File: src/rtl/key_event_scheduler.sv
// Pushbutton front end: sync + debounce per key, press/release detection, pending-event queue, round-robin valid/ready event channel.
// Define KEY_SCHED_DEBOUNCE_EN to build the debounce counters; otherwise the synchronizer output is taken as the accepted level.
module key_event_scheduler #(
  parameter int NUM_KEYS        = 4,
  parameter int ID_WIDTH        = 2,
  parameter int DEBOUNCE_CYCLES = 50000,
  parameter int CNT_WIDTH       = 16
) (
  input  logic                clock,
  input  logic                reset,
  input  logic [NUM_KEYS-1:0] keys_n,
  input  logic                event_ready,
  output logic                event_valid,
  output logic [ID_WIDTH-1:0] event_id,
  output logic [NUM_KEYS-1:0] pending,
  output logic                overrun
);

  if (DEBOUNCE_CYCLES < 1 || CNT_WIDTH < 1 || (1 << ID_WIDTH) < NUM_KEYS) begin : g_bad_cfg
    $error("key_event_scheduler: illegal parameter combination");
  end

  typedef enum logic [1:0] {KEY_FREE, KEY_PRESSED, KEY_RELEASED} key_state_t;
  typedef enum logic {ARB_IDLE, ARB_OFFER} arb_state_t;

  logic [NUM_KEYS-1:0] sync_p0, sync_p1, level_p2;
  key_state_t          key_state [NUM_KEYS];
  logic [NUM_KEYS-1:0] rel, clr;
  logic                take;
  arb_state_t          arb_state;
  logic [ID_WIDTH-1:0] rr_ptr;

  // First set request bit at or after ptr, wrapping at NUM_KEYS.
  function automatic logic [ID_WIDTH-1:0] rr_pick(input logic [NUM_KEYS-1:0] req,
                                                  input logic [ID_WIDTH-1:0] ptr);
    logic [ID_WIDTH-1:0] pick;
    logic                found;
    int                  idx;
    pick  = '0;
    found = 1'b0;
    for (int k = 0; k < NUM_KEYS; k++) begin
      idx = (int'(ptr) + k) % NUM_KEYS;
      if (!found && req[idx]) begin
        pick  = ID_WIDTH'(idx);
        found = 1'b1;
      end
    end
    return pick;
  endfunction

  // Stage p0/p1: two-flop synchronizer, released level on reset.
  always_ff @(posedge clock) begin
    if (reset) begin
      sync_p0 <= '1;
      sync_p1 <= '1;
    end else begin
      sync_p0 <= keys_n;
      sync_p1 <= sync_p0;
    end
  end

  // Stage p2: accepted (debounced) level.
`ifdef KEY_SCHED_DEBOUNCE_EN
  logic [CNT_WIDTH-1:0] cnt [NUM_KEYS];

  always_ff @(posedge clock) begin
    if (reset) begin
      level_p2 <= '1;
      for (int i = 0; i < NUM_KEYS; i++) cnt[i] <= '0;
    end else begin
      for (int i = 0; i < NUM_KEYS; i++) begin
        if (sync_p1[i] == level_p2[i]) begin
          cnt[i] <= '0;
        end else if (cnt[i] == CNT_WIDTH'(DEBOUNCE_CYCLES - 1)) begin
          level_p2[i] <= sync_p1[i];
          cnt[i]      <= '0;
        end else begin
          cnt[i] <= cnt[i] + 1'b1;
        end
      end
    end
  end
`else
  assign level_p2 = sync_p1;
`endif

  always_ff @(posedge clock) begin
    if (reset) begin
      for (int i = 0; i < NUM_KEYS; i++) key_state[i] <= KEY_FREE;
    end else begin
      for (int i = 0; i < NUM_KEYS; i++) begin
        case (key_state[i])
          KEY_FREE:     if (!level_p2[i]) key_state[i] <= KEY_PRESSED;
          KEY_PRESSED:  if (level_p2[i])  key_state[i] <= KEY_RELEASED;
          default:      key_state[i] <= KEY_FREE;
        endcase
      end
    end
  end

  always_comb begin
    rel = '0;
    for (int i = 0; i < NUM_KEYS; i++) rel[i] = (key_state[i] == KEY_RELEASED);
  end

  assign take = event_valid & event_ready;
  assign clr  = take ? (NUM_KEYS'(1) << event_id) : '0;

  // A new release beats a same-cycle handshake clear of the same key.
  always_ff @(posedge clock) begin
    if (reset) begin
      pending <= '0;
      overrun <= 1'b0;
    end else begin
      pending <= (pending & ~clr) | rel;
      if (|(rel & pending & ~clr)) overrun <= 1'b1;
    end
  end

  always_ff @(posedge clock) begin
    if (reset) begin
      arb_state   <= ARB_IDLE;
      event_valid <= 1'b0;
      event_id    <= '0;
      rr_ptr      <= '0;
    end else begin
      case (arb_state)
        ARB_IDLE: if (|pending) begin
          event_id    <= rr_pick(pending, rr_ptr);
          event_valid <= 1'b1;
          arb_state   <= ARB_OFFER;
        end
        ARB_OFFER: if (event_ready) begin
          event_valid <= 1'b0;
          rr_ptr      <= ID_WIDTH'((int'(event_id) + 1) % NUM_KEYS);
          arb_state   <= ARB_IDLE;
        end
        default: arb_state <= ARB_IDLE;
      endcase
    end
  end

endmodule
File: config.mk
export PLATFORM = sky130hd
export DESIGN_NAME = key_event_scheduler
export DESIGN_NICKNAME = d
export VERILOG_FILES = /design/src/rtl/key_event_scheduler.sv
export SDC_FILE = /design/constraint.sdc
export NUM_CORES = 1
export LEC_CHECK = 0
export BUFFER_PORTS_ARGS = -buffer_cell sky130_fd_sc_hd__buf_4
export CORE_UTILIZATION = 52
export CTS_CLUSTER_DIAMETER = 50
export CTS_CLUSTER_SIZE = 28
export DETAILED_ROUTE_END_ITERATION = 7
export PLACE_DENSITY = 0.77
export SYNTH_ARGS = -nofsm -noshare
export SYNTH_HDL_FRONTEND = slang
export SYNTH_SLANG_ARGS = --single-unit
File: constraint.sdc
create_clock -name clock -period 1.43 [get_ports clock]
set_input_delay 0.286 -clock clock [delete_from_list [all_inputs] [get_ports clock]]
set_output_delay 0.286 -clock clock [all_outputs]
set_load 0.02 [all_outputs]
==> impl_metrics.json, run 1 <==
{
  "clkPwrFrac_pct": 18.1,
  "power_switching_mw": 0.510,
  "wirelength_um": 1930,
  "finalCritPeriodShare_pct": 93.4,
  "cts.sinks": 27,
  "synthAdderAreaFrac_pct": 4.37,
  "pwr-share-comb_pct": 21.8,
  "crit_path_max_incr_delay_ns": 0.53,
  "antenna_cells": 0,
  "drc": 0,
  "cts_made_buffers": 3,
  "cp.required_ns": 1.14,
  "crit_type": "reg2out",
  "min_path_cells": 2,
  "ant_nets": 0,
  "fmax_ghz": 0.749,
  "drt-wirelength-per-cell_um": 12.4,
  "synth_mux_area_share_pct": 0.874,
  "synth_area_um2": 1140,
  "start_kind": "flip-flop",
  "path_buf_inv": 1,
  "cts_tree": "done",
  "nets": 140,
  "dp_hpwl_um": 1390,
  "clk_path_buf_depth": 2,
  "initial_utilization_pct": 56.6,
  "io_pins": 15,
  "path_cells": "buf_4",
  "finalCriticalPeriod_ns": 1.34,
  "p_int_mw": 1.18,
  "worst_pin_slew_ns": 0.324,
  "instances_no_fill": 155,
  "path_max_fanout": 7,
  "p_sw_share_pct": 30.3,
  "yosysSeqAreaShare_pct": 54.2,
  "layout_setup_ws_ns": 0.0945,
  "synth_top_family_by_area": "simple AND/OR/NAND/NOR gates",
  "drive_gt1_share_pct": 23.4,
  "arrival_ns": 1.05,
  "layout_commonest_cell": "dfxtp_1",
  "ir_drop_mv": 0.761,
  "slew-limit-headroom_pct": 78.4,
  "grt_pass1_vias": 765,
  "fin_tns_setup_ns": 0,
  "synth_warnings": 0,
  "grtUsageTotal_pct": 18.2,
  "synth_nets": 124,
  "place_area_um2": 1270,
  "final_util_pct": 64.3,
  "path_clk_slew_ns": 0.13,
  "area_growth_pct": 13.6,
  "drt_pass1_iterations": 4,
  "htree_num_levels": 1,
  "power_density_nw_per_um2": 1300,
  "seq_power_share_pct": 60.0,
  "rsz0062_at_grt": "no",
  "outcome": "finished, final reports clean",
  "fin_worst_skew_ns": 0.00553,
  "layout_common_cells": "17 x dfxtp_1, 14 x buf_4, 11 x a21oi_1",
  "synth_seq_cells": 27,
  "antenna_found_initial": 0,
  "reg2reg_depth": 6,
  "coreArea_um2": 2020,
  "worstSetupPathDepth": 1,
  "slowest_stage": "dfxtp_1",
  "p_leak_nw": 0.520,
  "hp-class": "in2reg",
  "report.final.slew_viol_count": 0,
  "post_cts_buffers": 0,
  "dp.cells": 151,
  "worstSkewPairLatency_ns": 0.31,
  "via_count": 832,
  "port_buffers": 14,
  "drtIter0Drc": 8,
  "ys_types": 31,
  "clock-root-buffer": "clkbuf_4",
  "grt_max_degree": 29,
  "die_area_um2": 2390,
  "cp-end-kind": "output pin",
  "finalHoldViolCount": 0,
  "synth-simple-area-share_pct": 26.1,
  "rows": 16,
  "vias_per_cell": 5.37,
  "cap_viol_max_count": 0,
  "syn_inst": 113,
  "synth_xor_area_share_pct": 3.06,
  "grt_overflow_total": 0,
  "setup_viol": 0,
  "die_w_um": 48.9,
  "synth-compound-area-share_pct": 9.29,
  "pre_cts_slack_ns": 0.106,
  "crit_family": "flip-flops",
  "rr_startpoint": "event_id[0]$_SDFFE_PP0P_",
  "stdcell_area_um2": 1300,
  "die_y_um": 48.9,
  "worstSetupStartpoint": "pending[1]$_SDFF_PP0_",
  "avgSynthCellArea_um2": 10.1,
  "holdCritStartpoint": "keys_n[2]",
  "grt_pass1_wl_um": 3330,
  "routabilityCongestion": 0.803
}
repair_timing:
item                                    in CTS  in global routing
gates resized for setup                      0                  2
endpoints found under the setup margin       0                  1
hold buffers                                 0                  0
per-layer routing:
metal / track usage, % / part of all wire (%) / vias to the layer above
met5: 0 / 0 / -
met4: 7.35 / 0.99 / 0
met3: 3.74 / 3.6 / 2
met2: 31.3 / 48 / 17
met1: 22.2 / 47 / 386
li1: - / - / 427
final cells by class:
class | instances | area, um2
Clock buffer | 4 | 26.3
Tap cell | 27 | 33.8
Multi-Input combinational cell | 80 | 500
Timing Repair Buffer | 14 | 105
Fill cell | 177 | 722
Inverter | 3 | 11.3
Sequential cell | 27 | 623
cells by family after synthesis:
kind of cell               after synthesis
AOI/OAI and AO/OA                       18
xor gates and xnor gates                 4
adders and majority gates                4
buffers and inverters                    6
DFF                                     27
muxes                                    1
and+or+nand+nor                         53
registers in the layout (all words and copies together) (netlist names):
name,flops
key_state,8
event_id,2
rr_ptr,2
level_p2,4
overrun,1
pending,4
event_valid,1
arb_state,1
sync_p0,4
cell usage after synthesis:
cell,n,area [um2]
nand3_1,5,25.0
nor2b_1,2,12.5
nor3b_1,1,7.51
a211oi_1,1,7.51
ha_1,4,50.1
o221ai_1,1,8.76
o21a_1,1,7.51
edfxtp_1,8,240
nor4_1,5,31.3
nor3_2,1,10.0
nand2_1,10,37.5
dfxtp_1,19,380
or2b_1,1,7.51
mux2i_1,1,10.0
a21oi_1,11,55.1
or2_1,3,18.8
nor2_2,1,6.26
nand2b_1,2,12.5
a21o_1,1,7.51
a41oi_1,1,8.76
nor2_1,9,33.8
buf_1,1,3.75
inv_1,3,11.3
buf_2,1,5.00
nor4_4,1,21.3
and3_1,4,25.0
or2_2,8,50.1
clkbuf_1,1,3.75
o21ai_0,1,5.00
xor2_1,4,35.0
a31oi_1,1,6.26
power by group through the flow:
stage / Combinational (mW) / Clock (mW) / Sequential [mW]
floorplan: 0.213 / 0 / 1.05
global placement: 0.357 / 0 / 1.02
detailed placement: 0.367 / 0 / 1.03
CTS: 0.369 / 0.320 / 1.01
global route: 0.408 / 0.353 / 1.03
finish: 0.368 / 0.305 / 1.01
metrics by stage:
step,power [mW],hold slack [ns]
after detailed placement,1.39,0.394
after floorplan,1.26,0.386
after global placement,1.37,0.392
final,1.69,0.149
after global routing,1.79,0.127
after CTS,1.70,0.135
worst paths after layout:
path | endpoint | slack [ns]
worst max-delay path | pending[1] | 0.09
worst min-delay path | sync_p0[2]$_SDFF_PP1_ | 0.15
worst max register to register | overrun$_SDFFE_PP0P_ | 0.15
worst min register to register | level_p2[1]$_SDFF_PP1_ | 0.42
No activity file was read; power rests on OpenSTA's default activity.
==> run 2, diff against run 1 <==
==> constraint.sdc (replaced) <==
create_clock -name clock -period 1.43 [get_ports clock]
set_input_delay 0.286 -clock clock [delete_from_list [all_inputs] [get_ports clock]]
set_output_delay 0.286 -clock clock [all_outputs]
set_load 0.05 [all_outputs]
==> run 2 against run 1 <==
Global-route usage up 0.48 points; final area up 0.58%; first-iteration DRC count increased by 63%; utilization increased by 0.37 points; worst hold slack got worse by 0.011 ns; non-clock buffer count unchanged; sequential share of layout area rose by 0.20 points; critical path depth unchanged; register-to-register slack gained 0.02 ns; die area stayed put; clock power grew 4%; via count grew 1.4%.
==> impl_metrics.json, run 2 (synthesis gave the netlist of run 1 again) <==
{
  "outcome": "finished, final reports clean",
  "antenna_cells": 0,
  "grt_overflow_total": 0,
  "cts_made_buffers": 3,
  "largest_reg_flops": 8,
  "grt_max_degree": 29,
  "initial_utilization_pct": 56.6,
  "finalHoldViolCount": 0,
  "path_max_fanout": 5,
  "path_clk_slew_ns": 0.14,
  "area_growth_pct": 14.2,
  "path_buf_inv": 1,
  "finalCritPeriodShare_pct": 93.8,
  "drive_gt1_share_pct": 26.6,
  "setup_viol": 0,
  "drt_pass1_iterations": 4,
  "report.final.slew_viol_count": 0,
  "drt-wirelength-per-cell_um": 12.7,
  "fmax_ghz": 0.746,
  "reg2reg_depth": 6,
  "ant_nets": 0,
  "drtIter0Drc": 13,
  "p_total_mw": 1.79,
  "via_count": 844,
  "arrival_ns": 1.05,
  "layout_common_cells": "14 x dfxtp_1, 14 x buf_4, 11 x a21oi_1",
  "finalCriticalPeriod_ns": 1.34,
  "nets": 140,
  "routabilityCongestion": 0.882,
  "crit_family": "flip-flops",
  "drc": 0,
  "cts_tree": "done",
  "grt_pass1_vias": 797,
  "grt_pass1_wl_um": 3300,
  "ir_drop_mv": 0.944,
  "worstSetupPathDepth": 1,
  "crit_type": "reg2out",
  "n_fill_cell": 185,
  "cts.sinks": 27,
  "io_pins": 15,
  "hp-class": "in2reg",
  "fin_tns_setup_ns": 0,
  "start_kind": "flip-flop",
  "die_y_um": 48.9,
  "p_leak_nw": 0.524,
  "fin_worst_skew_ns": 0.00206,
  "clk_path_buf_depth": 2,
  "ctsHoldBuffers": 0,
  "coreArea_um2": 2020,
  "dp_hpwl_um": 1450,
  "die_area_um2": 2390,
  "worst_pin_slew_ns": 0.330,
  "vias_per_cell": 5.45,
  "max_flop_register": "key_state",
  "power_density_nw_per_um2": 1370,
  "crit_path_max_incr_delay_ns": 0.48,
  "port_buffers": 14,
  "htree_num_levels": 1,
  "min_path_cells": 2,
  "cp-end-kind": "output pin",
  "worstSkewPairLatency_ns": 0.32,
  "slew-limit-headroom_pct": 77.8,
  "grtUsageTotal_pct": 18.7,
  "rsz0062_at_grt": "no",
  "slowest_stage": "dfxtp_1",
  "die_w_um": 48.9,
  "rows": 16,
  "antenna_found_initial": 0,
  "path_cells": "buf_4",
  "wirelength_um": 1960,
  "cap_viol_max_count": 0,
  "cp.required_ns": 1.14,
  "clock-root-buffer": "clkbuf_4"
}
run 2: routing by layer:
metal	part of all wire, %	vias up	wire [um]	GRT usage (%)
met1	42	392	815	20.0
met2	52	24	1020	32.6
met4	3.2	0	63	12.7
li1	-	422	-	-
met5	0	-	0	0
met3	3.3	6	65	4.05
run 2: path summary, 6_finish.rpt:
check / end / slack, ns / from
hold / removal: sync_p0[1]$_SDFF_PP1_ / 0.14 / keys_n[1]
setup reg to reg: overrun$_SDFFE_PP0P_ / 0.17 / event_id[0]$_SDFFE_PP0P_
setup / recovery: pending[3] / 0.09 / pending[3]$_SDFF_PP0_
hold reg to reg: level_p2[2]$_SDFF_PP1_ / 0.43 / sync_p0[2]$_SDFF_PP1_
run 2: final cells by class:
type | count | area [um2] | share of cell area, %
Clock buffer | 3 | 22.5 | 1.72
Clock inverter | 1 | 5.00 | 0.383
Inverter | 3 | 11.3 | 0.861
Multi-Input combinational cell | 80 | 500 | 38.3
Sequential cell | 27 | 629 | 48.1
Tap cell | 27 | 33.8 | 2.58
Timing Repair Buffer | 14 | 105 | 8.04
run 2: metrics by stage:
| step | area, um2 | hold slack (ns) | util [%] | worst slack [ns] | cells |
|---|---|---|---|---|---|
| finish | 1310 | 0.138 | 64.7 | 0.0893 | 155 |
| global route | 1310 | 0.112 | 64.7 | 0.0188 | 155 |
| CTS | 1300 | 0.128 | 64.5 | 0.0402 | 155 |
| detailed placement | 1280 | 0.397 | 63.1 | 0.169 | 151 |
| global placement | 1280 | 0.391 | 63.1 | 0.221 | 151 |
| floorplan | 1150 | 0.386 | - | 0.0108 | 113 |
run 2: worst register-to-register path: stages (launching register included):
cell and delay [ns]:
dfxtp_4 0.39, inv_1 0.07, ha_1 0.20, nand3_1 0.08, nand2_1 0.06, or2_1 0.20, a41oi_1 0.20
run 2: report_power, final:
part           internal (mW)  switching, mW  leakage (nW)
combinational          0.175          0.279         0.259
sequential             0.899          0.118         0.247
clock                  0.105          0.214        0.0177
run 2: repair_timing:
action                     in CTS  in global routing
setup endpoints to repair       0                  3
resized for setup               0                  3
hold endpoints to repair        0                  0
setup buffers                   0                  0
